--- src/rtl/exc_entry_pkg.sv ---
// exc_entry_pkg: shared definitions for the CP0 exception-entry unit.
//   - ExcT_* exception-report codes from the memory-stage detector
//   - architectural Cause.ExcCode values
//   - CP0 register addresses ({rd[4:0], sel[2:0]})
//   - Status/Cause bit-field positions and MTC0 write masks
package exc_entry_pkg;

   // Exception report codes produced by the detector.
   typedef enum logic [4:0] {
      ExcTNoExc = 5'd0,
      ExcTIntr  = 5'd1,
      ExcTAdE   = 5'd2,
      ExcTTlbr  = 5'd3,
      ExcTTlbi  = 5'd4,
      ExcTTlbm  = 5'd5,
      ExcTIbe   = 5'd6,
      ExcTDbe   = 5'd7,
      ExcTCpU   = 5'd8,
      ExcTRi    = 5'd9,
      ExcTOv    = 5'd10,
      ExcTTrap  = 5'd11,
      ExcTSysC  = 5'd12,
      ExcTBp    = 5'd13,
      ExcTEret  = 5'd14
   } exc_type_e;

   // Cause.ExcCode values.
   localparam logic [4:0] ExcCodeInt  = 5'd0;
   localparam logic [4:0] ExcCodeMod  = 5'd1;
   localparam logic [4:0] ExcCodeTlbl = 5'd2;
   localparam logic [4:0] ExcCodeTlbs = 5'd3;
   localparam logic [4:0] ExcCodeAdel = 5'd4;
   localparam logic [4:0] ExcCodeAdes = 5'd5;
   localparam logic [4:0] ExcCodeIbe  = 5'd6;
   localparam logic [4:0] ExcCodeDbe  = 5'd7;
   localparam logic [4:0] ExcCodeSys  = 5'd8;
   localparam logic [4:0] ExcCodeBp   = 5'd9;
   localparam logic [4:0] ExcCodeRi   = 5'd10;
   localparam logic [4:0] ExcCodeCpU  = 5'd11;
   localparam logic [4:0] ExcCodeOv   = 5'd12;
   localparam logic [4:0] ExcCodeTr   = 5'd13;

   // CP0 register addresses, {rd, sel}.
   localparam logic [7:0] Cp0AddrBadVAddr = {5'd8,  3'd0};
   localparam logic [7:0] Cp0AddrCount    = {5'd9,  3'd0};
   localparam logic [7:0] Cp0AddrCompare  = {5'd11, 3'd0};
   localparam logic [7:0] Cp0AddrStatus   = {5'd12, 3'd0};
   localparam logic [7:0] Cp0AddrCause    = {5'd13, 3'd0};
   localparam logic [7:0] Cp0AddrEpc      = {5'd14, 3'd0};

   // Status bit positions.
   localparam int unsigned StatusIe    = 0;
   localparam int unsigned StatusExl   = 1;
   localparam int unsigned StatusErl   = 2;
   localparam int unsigned StatusImLo  = 8;
   localparam int unsigned StatusImHi  = 15;
   localparam int unsigned StatusBev   = 22;

   // Cause bit positions.
   localparam int unsigned CauseExcLo  = 2;
   localparam int unsigned CauseExcHi  = 6;
   localparam int unsigned CauseIpLo   = 8;
   localparam int unsigned CauseIpHi   = 15;
   localparam int unsigned CauseTi     = 30;
   localparam int unsigned CauseBd     = 31;

   localparam logic [31:0] StatusWrMask  = 32'h0040_FF07;
   localparam logic [31:0] StatusRstVal  = 32'h0040_0000;

   // Map a detector report to its architectural ExcCode.
   function automatic logic [4:0] exc_code_of(input logic [4:0] exc_type, input logic save);
      logic [4:0] code;
      code = ExcCodeInt;
      case (exc_type)
         ExcTIntr:          code = ExcCodeInt;
         ExcTTlbm:          code = ExcCodeMod;
         ExcTTlbr, ExcTTlbi: code = save ? ExcCodeTlbs : ExcCodeTlbl;
         ExcTAdE:           code = save ? ExcCodeAdes : ExcCodeAdel;
         ExcTIbe:           code = ExcCodeIbe;
         ExcTDbe:           code = ExcCodeDbe;
         ExcTSysC:          code = ExcCodeSys;
         ExcTBp:            code = ExcCodeBp;
         ExcTRi:            code = ExcCodeRi;
         ExcTCpU:           code = ExcCodeCpU;
         ExcTOv:            code = ExcCodeOv;
         ExcTTrap:          code = ExcCodeTr;
         default:           code = ExcCodeInt;
      endcase
      return code;
   endfunction

endpackage

--- src/rtl/exc_entry_timer.sv ---
// cp0_timer: CP0 Count/Compare timer.
//   clk_i, rst_i         clock, async active-high reset
//   count_we_i           MTC0 to Count (wdata_i), restarts the half-rate toggle
//   compare_we_i         MTC0 to Compare (wdata_i), clears timer_int
//   count_o, compare_o   current register values
//   timer_int_o          registered timer interrupt
//   timer_int_next_o     next-state of timer_int (lets Cause.IP7 track TI with equal latency)
module cp0_timer (
   input  logic        clk_i,
   input  logic        rst_i,
   input  logic        count_we_i,
   input  logic        compare_we_i,
   input  logic [31:0] wdata_i,
   output logic [31:0] count_o,
   output logic [31:0] compare_o,
   output logic        timer_int_o,
   output logic        timer_int_next_o
);

   logic        toggle_q, toggle_d;
   logic [31:0] count_q, count_d;
   logic [31:0] compare_q, compare_d;
   logic        timer_int_q, timer_int_d;

   always_comb begin
      toggle_d    = ~toggle_q;
      count_d     = toggle_q ? count_q + 32'd1 : count_q;
      compare_d   = compare_q;
      timer_int_d = timer_int_q;

      if (count_we_i) begin
         count_d  = wdata_i;
         toggle_d = 1'b0;
      end

      // A Compare write acknowledges the interrupt even if a match happens this cycle.
      if (compare_we_i) begin
         compare_d   = wdata_i;
         timer_int_d = 1'b0;
      end else if (count_q == compare_q) begin
         timer_int_d = 1'b1;
      end
   end

   always_ff @(posedge clk_i or posedge rst_i) begin
      if (rst_i) begin
         toggle_q    <= 1'b0;
         count_q     <= 32'd0;
         compare_q   <= 32'd0;
         timer_int_q <= 1'b0;
      end else begin
         toggle_q    <= toggle_d;
         count_q     <= count_d;
         compare_q   <= compare_d;
         timer_int_q <= timer_int_d;
      end
   end

   assign count_o          = count_q;
   assign compare_o        = compare_q;
   assign timer_int_o      = timer_int_q;
   assign timer_int_next_o = timer_int_d;

endmodule

--- src/rtl/exc_entry.sv ---
// exc_entry: CP0 exception-entry and return unit.
//   clk_i, rst_i                    clock, async active-high reset
//   exc_flag_i, exc_type_i          exception/ERET report from the memory stage
//   exc_baddr_i, exc_save_i         faulting address, store-side fault
//   pc_i, in_dslot_i                memory-stage PC, delay-slot flag
//   ext_int_i                       level-sensitive hardware interrupts
//   cp0_we_i, cp0_addr_i, cp0_wdata_i   MTC0 port
//   cp0_rdata_o                     MFC0 data (combinational)
//   cp0_status_o, cp0_cause_o, cp0_epc_o  register values for the detector
//   flush_o, flush_pc_o             pipeline squash and redirect target
module exc_entry
   import exc_entry_pkg::*;
#(
   parameter logic [31:0] VEC_BASE     = 32'h8000_0000,
   parameter logic [31:0] VEC_BASE_BEV = 32'hBFC0_0200
) (
   input  logic        clk_i,
   input  logic        rst_i,
   input  logic        exc_flag_i,
   input  logic [4:0]  exc_type_i,
   input  logic [31:0] exc_baddr_i,
   input  logic        exc_save_i,
   input  logic [31:0] pc_i,
   input  logic        in_dslot_i,
   input  logic [5:0]  ext_int_i,
   input  logic        cp0_we_i,
   input  logic [7:0]  cp0_addr_i,
   input  logic [31:0] cp0_wdata_i,
   output logic [31:0] cp0_rdata_o,
   output logic [31:0] cp0_status_o,
   output logic [31:0] cp0_cause_o,
   output logic [31:0] cp0_epc_o,
   output logic        flush_o,
   output logic [31:0] flush_pc_o
);

   logic [31:0] status_q, status_d;
   logic [31:0] epc_q, epc_d;
   logic [31:0] badvaddr_q, badvaddr_d;
   logic        bd_q, bd_d;
   logic [4:0]  exc_code_q, exc_code_d;
   logic [5:0]  ip_hw_q, ip_hw_d;      // Cause.IP[7:2]
   logic [1:0]  ip_sw_q, ip_sw_d;      // Cause.IP[1:0]

   logic        is_eret, is_entry, wr_en, has_baddr;
   logic [31:0] cause;
   logic [31:0] count, compare;
   logic        timer_int, timer_int_next;
   logic [31:0] vec_base, vec_off;

   assign is_eret  = exc_flag_i && (exc_type_i == ExcTEret);
   assign is_entry = exc_flag_i && (exc_type_i != ExcTEret) && (exc_type_i != ExcTNoExc);
   // Any reported exception/ERET squashes the MTC0 sitting in the same stage.
   assign wr_en    = cp0_we_i && !exc_flag_i;
   assign has_baddr = (exc_type_i == ExcTAdE) || (exc_type_i == ExcTTlbr) ||
                      (exc_type_i == ExcTTlbi) || (exc_type_i == ExcTTlbm);

   cp0_timer u_timer (
      .clk_i            (clk_i),
      .rst_i            (rst_i),
      .count_we_i       (wr_en && (cp0_addr_i == Cp0AddrCount)),
      .compare_we_i     (wr_en && (cp0_addr_i == Cp0AddrCompare)),
      .wdata_i          (cp0_wdata_i),
      .count_o          (count),
      .compare_o        (compare),
      .timer_int_o      (timer_int),
      .timer_int_next_o (timer_int_next)
   );

   always_comb begin
      status_d   = status_q;
      epc_d      = epc_q;
      badvaddr_d = badvaddr_q;
      bd_d       = bd_q;
      exc_code_d = exc_code_q;
      ip_sw_d    = ip_sw_q;
      ip_hw_d    = {ext_int_i[5] | timer_int_next, ext_int_i[4:0]};

      if (wr_en) begin
         unique case (cp0_addr_i)
            Cp0AddrStatus: status_d = cp0_wdata_i & StatusWrMask;
            Cp0AddrCause:  ip_sw_d  = cp0_wdata_i[9:8];
            Cp0AddrEpc:    epc_d    = cp0_wdata_i;
            default:       ;
         endcase
      end

      if (is_entry) begin
         // Nested exceptions keep the original return point.
         if (!status_q[StatusExl]) begin
            epc_d = in_dslot_i ? pc_i - 32'd4 : pc_i;
            bd_d  = in_dslot_i;
         end
         status_d[StatusExl] = 1'b1;
         exc_code_d = exc_code_of(exc_type_i, exc_save_i);
         if (has_baddr) badvaddr_d = exc_baddr_i;
      end else if (is_eret) begin
         status_d[StatusExl] = 1'b0;
      end
   end

   always_ff @(posedge clk_i or posedge rst_i) begin
      if (rst_i) begin
         status_q   <= StatusRstVal;
         epc_q      <= 32'd0;
         badvaddr_q <= 32'd0;
         bd_q       <= 1'b0;
         exc_code_q <= 5'd0;
         ip_hw_q    <= 6'd0;
         ip_sw_q    <= 2'd0;
      end else begin
         status_q   <= status_d;
         epc_q      <= epc_d;
         badvaddr_q <= badvaddr_d;
         bd_q       <= bd_d;
         exc_code_q <= exc_code_d;
         ip_hw_q    <= ip_hw_d;
         ip_sw_q    <= ip_sw_d;
      end
   end

   assign cause = {bd_q, timer_int, 14'd0, ip_hw_q, ip_sw_q, 1'b0, exc_code_q, 2'd0};

   always_comb begin
      cp0_rdata_o = 32'd0;
      unique case (cp0_addr_i)
         Cp0AddrBadVAddr: cp0_rdata_o = badvaddr_q;
         Cp0AddrCount:    cp0_rdata_o = count;
         Cp0AddrCompare:  cp0_rdata_o = compare;
         Cp0AddrStatus:   cp0_rdata_o = status_q;
         Cp0AddrCause:    cp0_rdata_o = cause;
         Cp0AddrEpc:      cp0_rdata_o = epc_q;
         default:         cp0_rdata_o = 32'd0;
      endcase
   end

   // TLB refill gets its own vector only when not already in exception level.
   assign vec_base = status_q[StatusBev] ? VEC_BASE_BEV : VEC_BASE;
   assign vec_off  = ((exc_type_i == ExcTTlbr) && !status_q[StatusExl]) ? 32'h0 : 32'h180;

   assign flush_o      = exc_flag_i;
   assign flush_pc_o   = is_eret ? epc_q : vec_base + vec_off;
   assign cp0_status_o = status_q;
   assign cp0_cause_o  = cause;
   assign cp0_epc_o    = epc_q;

endmodule

--- config.mk ---
export PLATFORM = sky130hd
export DESIGN_NAME = exc_entry
export DESIGN_NICKNAME = d
export VERILOG_FILES = /design/src/rtl/exc_entry_pkg.sv /design/src/rtl/exc_entry_timer.sv /design/src/rtl/exc_entry.sv
export SDC_FILE = /design/constraint.sdc
export NUM_CORES = 1
export LEC_CHECK = 0
export CAP_MARGIN = 20
export CORE_MARGIN = 2
export CORE_UTILIZATION = 60
export CTS_BUF_LIST = sky130_fd_sc_hd__clkbuf_4
export CTS_CLUSTER_DIAMETER = 120
export CTS_CLUSTER_SIZE = 16
export DETAILED_ROUTE_END_ITERATION = 16
export DONT_BUFFER_PORTS = 1
export GPL_TIMING_DRIVEN = 0
export PLACE_DENSITY = 0.79
export SLEW_MARGIN = 20
export SYNTH_ARGS = -nofsm -noshare
export SYNTH_HDL_FRONTEND = slang
export SYNTH_HIERARCHICAL = 1
export SYNTH_SLANG_ARGS = --single-unit
--- constraint.sdc ---
create_clock -name clk_i -period 2.7 [get_ports clk_i]
set_clock_uncertainty 0.05 [all_clocks]
set_input_delay 0.27 -clock clk_i [delete_from_list [all_inputs] [get_ports clk_i]]
set_output_delay 0.27 -clock clk_i [all_outputs]
set_load 0.03 [all_outputs]
==> metrics, run 1 <==
Cell Rows=46; status=finished clean; Gate Count Post-Synth=952; gr usage total=41.35%; Synth area leader=dfrtp_1; Final WS setup=0.01816 ns; crit path kind=input port to output port; number of synthesized flops with an enable pin=0; Top Ports=282; WL/cell=25.93 um; Power Dens Cells=544.6 mW/mm2; GP Congestion=0.9545; routed vias=9145; Initial Utilization=60.95%; Avg Inst Size Synth=10.10 um2; final WL=35650 um; CP most frequent cell=clkbuf_2; RSZ-0062 raised after global routing=false; share of the synthesized area in the top cell type=40.09%; clock buffer depth=2; crit path time final=2.682 ns; NumNets Final=1265; CP peak stage delay=0.68 ns; Seq/Total Area, Yosys=40.37%; final setup violation count=0; vias in the first global route=8850; Ys Warns=6; top post-synthesis cells by area=dfrtp_1 40%, mux2_2 9.8%, mux2i_1 5.3%, xnor2_1 4.7%, a22oi_1 3.7%; vias per cell=6.651; uppermost routed layer=met5; crit start category=input port; Worst Setup End Kind=output port; crit path max-delay cell type=buf_1; Metal-1 WL=12870 um; DRC=0; fmax=372.9 MHz; Worst Path Arrival=2.36 ns; chip height=130.6 um; Top FF cell, synth=dfrtp_1; global-route wire length before repair=51730 um; Initial DRC Count=1104; Max-Cap Viols=0; die width=130.6 um; TritonCTS Sinks=155; IO buf count=0; clock-pin slew of the registers on the worst-case setup and hold paths=0.11 ns; final cycle utilization of the critical path=99.33%; Congestion Overflow GR=0; Slew HR=23.86%; dpl ws=-1.159 ns; initial antenna violation count=5; H-tree depth=4; Area Overhead vs Synth=24.73%; dpl hpwl=24480 um; P_leak=5.044 nW; most frequent cells in the layout=154 x dfrtp_1, 128 x dlygate4sd3_1, 84 x mux2_2, 53 x nand2_1, 52 x xnor2_1; final hold vios=0; crit-path cells=clkbuf_2, buf_1, clkbuf_2, a31oi_1, o22ai_2; core area=0.01577 mm2; CTS tree=done; count of state elements after synthesis=155; met3 WL=4666 um; commonest non-fill, non-tap cell in the layout=dfrtp_1; CP Max Fanout=10; CTS buffer count=17; Die Footprint=0.01705 mm2; Hold Crit Class=input port to flop; largest net degree at the start of global routing=51; worst vdd ir=0.2911 mV; Least-Margin Pin Slew=1.142 ns; total power=6.530 mW; required time of the critical path=2.38 ns; met2 WL post-DR=16080 um; DRT Pass-1 Iters=6; CTS root buf=clkbuf_4; Post-Syn Area=0.009612 mm2; Clk Latency, worst-skew pair=0.62 ns; share of cells above drive strength 1=21.23%; post-synth cell types=67; Max Slew Vio Count=0; ANT nets after route=0; asr flop ratio synth=100.0%
==> final timing paths <==
path                                  start              endpoint  slack, ns  depth (start not counted)
max                           cp0_addr_i[5]       cp0_rdata_o[30]       0.02                          5
min                         cp0_wdata_i[22]         cp0_epc_o[22]      0.004                          3
max reg2reg                u_timer/toggle_q   u_timer/count_o[29]       0.14                          6
min reg2reg                   badvaddr_q[2]         badvaddr_q[2]       0.48                          1
max in group asynchronous             rst_i      cp0_status_o[22]       1.70                          3
min in group asynchronous             rst_i  u_timer/compare_o[5]       0.11                          2
==> cell type report <==
| type | instances | area [um2] |
|---|---|---|
| repair buffers | 135 | 1386 |
| multi-input cells | 709 | 5440 |
| diodes | 5 | 12.51 |
| well taps | 216 | 270.3 |
| clock inverters | 13 | 175.2 |
| clock buffers | 18 | 135.1 |
| flip-flops and latches | 155 | 3880 |
| plain buffers | 111 | 635.6 |
| fillers | 1116 | 3781 |
| inverters | 13 | 53.80 |
==> critical path, delay by kind of cell <==
family	cells	cell delay, ns
AO/OA/AOI/OAI	2	0.66
buffers and inverters	3	1.41
==> cell families after synthesis <==
kind of cell	synth area share [%]
simple gates	15.89
compound gates	14.19
mux	15.39
buf+inv	6.847
flops	40.37
xor+xnor	7.016
fa+ha+maj	0.2603
other cells	0.03901
==> routing by layer <==
layer,up-vias,global-route usage [%]
met1,4406,52.45
met2,717,63.73
met4,2,22.47
met3,158,12.62
li1,3862,-
met5,-,0
==> state kept, by name, summed over array words and instances, names as in the netlist <==
name                 flops
bd_q                     1
u_timer/count_o         32
ip_sw_q                  2
u_timer/toggle_q         1
u_timer/compare_o       32
exc_code_q               4
u_timer/timer_int_o      1
badvaddr_q              32
cp0_epc_o               32
cp0_status_o            12
ip_hw_q                  6
==> timing repair <==
| action | CTS | global route |
|---|---|---|
| setup buffers | 4 | 1 |
| pin swaps | 3 | 2 |
| endpoints found under the setup margin | 102 | 53 |
| endpoints found under the hold margin | 307 | 0 |
| gates resized for setup | 57 | 30 |
| hold buffers | 128 | 0 |
==> stage by stage <==
step | cells | instance area [um2] | setup TNS, ns | hold WS [ns] | utilization [%]
2_1_floorplan | 989 | 9764 | -0.1724 | 0.2514 | -
3_5_place_dp | 1207 | 10090 | -73.67 | 0.07263 | 64.01
3_3_place_gp | 1205 | 10030 | -152.33 | 0.2515 | 63.63
5_1_grt | 1373 | 11980 | 0 | 0.02048 | 75.99
6_report | 1375 | 11990 | 0 | 0.004261 | 76.02
4_1_cts | 1369 | 11900 | -1.312 | 0.001343 | 75.43
==> cells in the mapped netlist, types with 21 or more instances <==
cell	number
mux2i_1	51
mux2_2	84
o21ai_0	52
dfrtp_1	154
clkbuf_1	55
nand2_1	54
xor2_1	25
nor2_1	24
a22oi_1	47
a31oi_1	21
buf_4	41
nand4_1	27
and2_1	23
xnor2_1	52
==> where the power goes <==
group	switching (mW)	total, mW	internal (mW)	leakage (nW)
combinational	0.709	1.38	0.672	2.92
sequential	0.880	3.55	2.67	1.96
clock	0.866	1.60	0.732	0.163
(Power assumes the default switching activity.)
==> run 2, diff against run 1 <==
--- a/config.mk
+++ b/config.mk
@@ -20,3 +20,4 @@
 export SYNTH_HDL_FRONTEND = slang
 export SYNTH_HIERARCHICAL = 1
 export SYNTH_SLANG_ARGS = --single-unit
+export TNS_END_PERCENT = 5
==> metrics, run 2 (same netlist as run 1, synthesis figures left out) <==
Cell Area, Placed=0.01008 mm2; die width=130.6 um; CP Max Fanout=10; worst reg2reg path endpoint=cp0_epc_o[24]; dpl cells=1207; DRT Pass-1 Iters=7; CTS tree=done; chip height=130.6 um; RSZ-0062 raised after global routing=true; DRC=0; WL/cell=25.88 um; Max-Cap Viols=0; final hold slack=0.009445 ns; ANT nets after route=0; Worst Path Arrival=3.18 ns; crit start category=input port; initial antenna violation count=4; Cell Rows=46; Final WS setup=-0.04918 ns; status=finished with violations; core area=0.01577 mm2; crit path time final=2.749 ns; fill count=1128; total power=6.476 mW; final cycle utilization of the critical path=101.8%; worst vdd ir=0.2719 mV; beginning of the worst hold path=pc_i[11]; vias per cell=6.629; clock-pin slew of the registers on the worst-case setup and hold paths=0.13 ns; largest net degree at the start of global routing=59; Initial Utilization=60.95%; Post-Layout Cell Count=1375; Final Cell Area=0.01197 mm2; CTS root buf=clkbuf_4; gr usage total=41.25%; final WL=35590 um; final hold vios=0; dpl hpwl=24520 um; Power Dens Cells=541.1 mW/mm2; cells on worst reg2reg path=6; Hold Crit Class=input port to flop; GP Congestion=0.9893; Top Ports=282; most frequent cells in the layout=154 x dfrtp_1, 130 x dlygate4sd3_1, 84 x mux2_2, 54 x nand2_1, 52 x xnor2_1; crit path kind=input port to flop; TritonCTS Sinks=155; Clk Latency, worst-skew pair=0.61 ns; multi-input logic area=0.005431 mm2; Worst Setup End Kind=flop; crit path max-delay cell type=clkbuf_2; Die Footprint=0.01705 mm2; Critical R2R Launch=cp0_status_o[1]; Worst Path Buf+Inv=6; worst setup path startpoint=cp0_addr_i[4]; Register Area=0.003880 mm2; failing checks=negative setup slack; Least-Margin Pin Slew=1.058 ns; routed vias=9115; fmax=363.7 MHz; clock buffer depth=2; final core utilization=75.88%; crit-path cells=clkbuf_1, nand2b_1, clkbuf_2, nor3b_4, buf_4, clkbuf_2, and3_1, clkbuf_1, clkbuf_2, mux2_2; worst hold endpoint=cp0_epc_o[13]; H-tree depth=4; NumNets Final=1268; P_leak=5.034 nW; Area Overhead vs Synth=24.50%; required time of the critical path=3.13 ns; IO buf count=0; final setup violation count=16; Slew HR=29.47%; critical path's top delay family=buffers and inverters; Max Slew Vio Count=0; Initial DRC Count=1041; global-route wire length before repair=51650 um; share of cells above drive strength 1=21.09%; Hold Path Depth=4; commonest non-fill, non-tap cell in the layout=dfrtp_1; flop2flop setup slack=0.04 ns; vias in the first global route=8903; CP most frequent cell=clkbuf_2; CTS buffer count=17; Congestion Overflow GR=0; CP peak stage delay=0.43 ns
==> run 2: cell types whose count changed in the layout (fill, tap and decap cells not counted), moves of 3 or more <==
cell and delta:
nor4_1 -3, clkbuf_1 +4, nor4_2 +3, diode_2 -3
==> run 2: worst max path at each step <==
stage,slack [ns],end,cells past startpoint
final,-0.05,u_timer/compare_o[27],10
after global routing,-0.13,cp0_epc_o[30],6
after CTS,0.0002,cp0_rdata_o[26],4
after detailed placement,-1.09,u_timer/compare_o[0],9
after global placement,-1.09,u_timer/compare_o[27],9
after floorplan,-0.1,u_timer/count_o[21],8
==> run 2: area by class of cell <==
cell class,instances,area share [%]
antenna,2,0.04182
buffer,112,5.259
clock buffer,20,1.255
clock inverter,11,1.234
inverter,13,0.4496
multi-input combinational,709,45.39
sequential,155,32.42
tap,216,2.258
timing repair buffer,137,11.69
==> run 2: worst min-delay path, delay by kind of cell <==
kind	cells	cell delay [ns]
xor gates and xnor gates	1	0.08
muxes	1	0.15
and+or+nand+nor	2	0.10
==> run 2: repair_timing <==
item / 4_1_cts / 5_1_grt
pin swaps: 3 / 0
endpoints found under the hold margin: 307 / 0
setup endpoints to repair: 113 / 56
resized for setup: 58 / 17
hold buffers: 130 / 0
setup buffers: 5 / 0
==> run 2: layer usage <==
metal	share of wire, %	global-route usage [%]
met2	47	66.94
met4	4.3	17.15
met5	0.25	0
met3	13	13.80
met1	36	50.81
==> run 2: through the flow <==
step	setup TNS [ns]	setup WS, ns
global route	-1.637	-0.1338
CTS	0	0.0001585
finish	-0.4886	-0.04918
floorplan	-0.8783	-0.09518
global placement	-161.25	-1.092
detailed placement	-81.62	-1.091
==> run 2: power by group <==
part / leakage [nW] / switching, mW / internal (mW) / total [mW]
Sequential: 1.96 / 0.878 / 2.67 / 3.55
Combinational: 2.92 / 0.703 / 0.681 / 1.38
Clock: 0.153 / 0.877 / 0.666 / 1.54
Total: 5.03 / 2.46 / 4.02 / 6.48
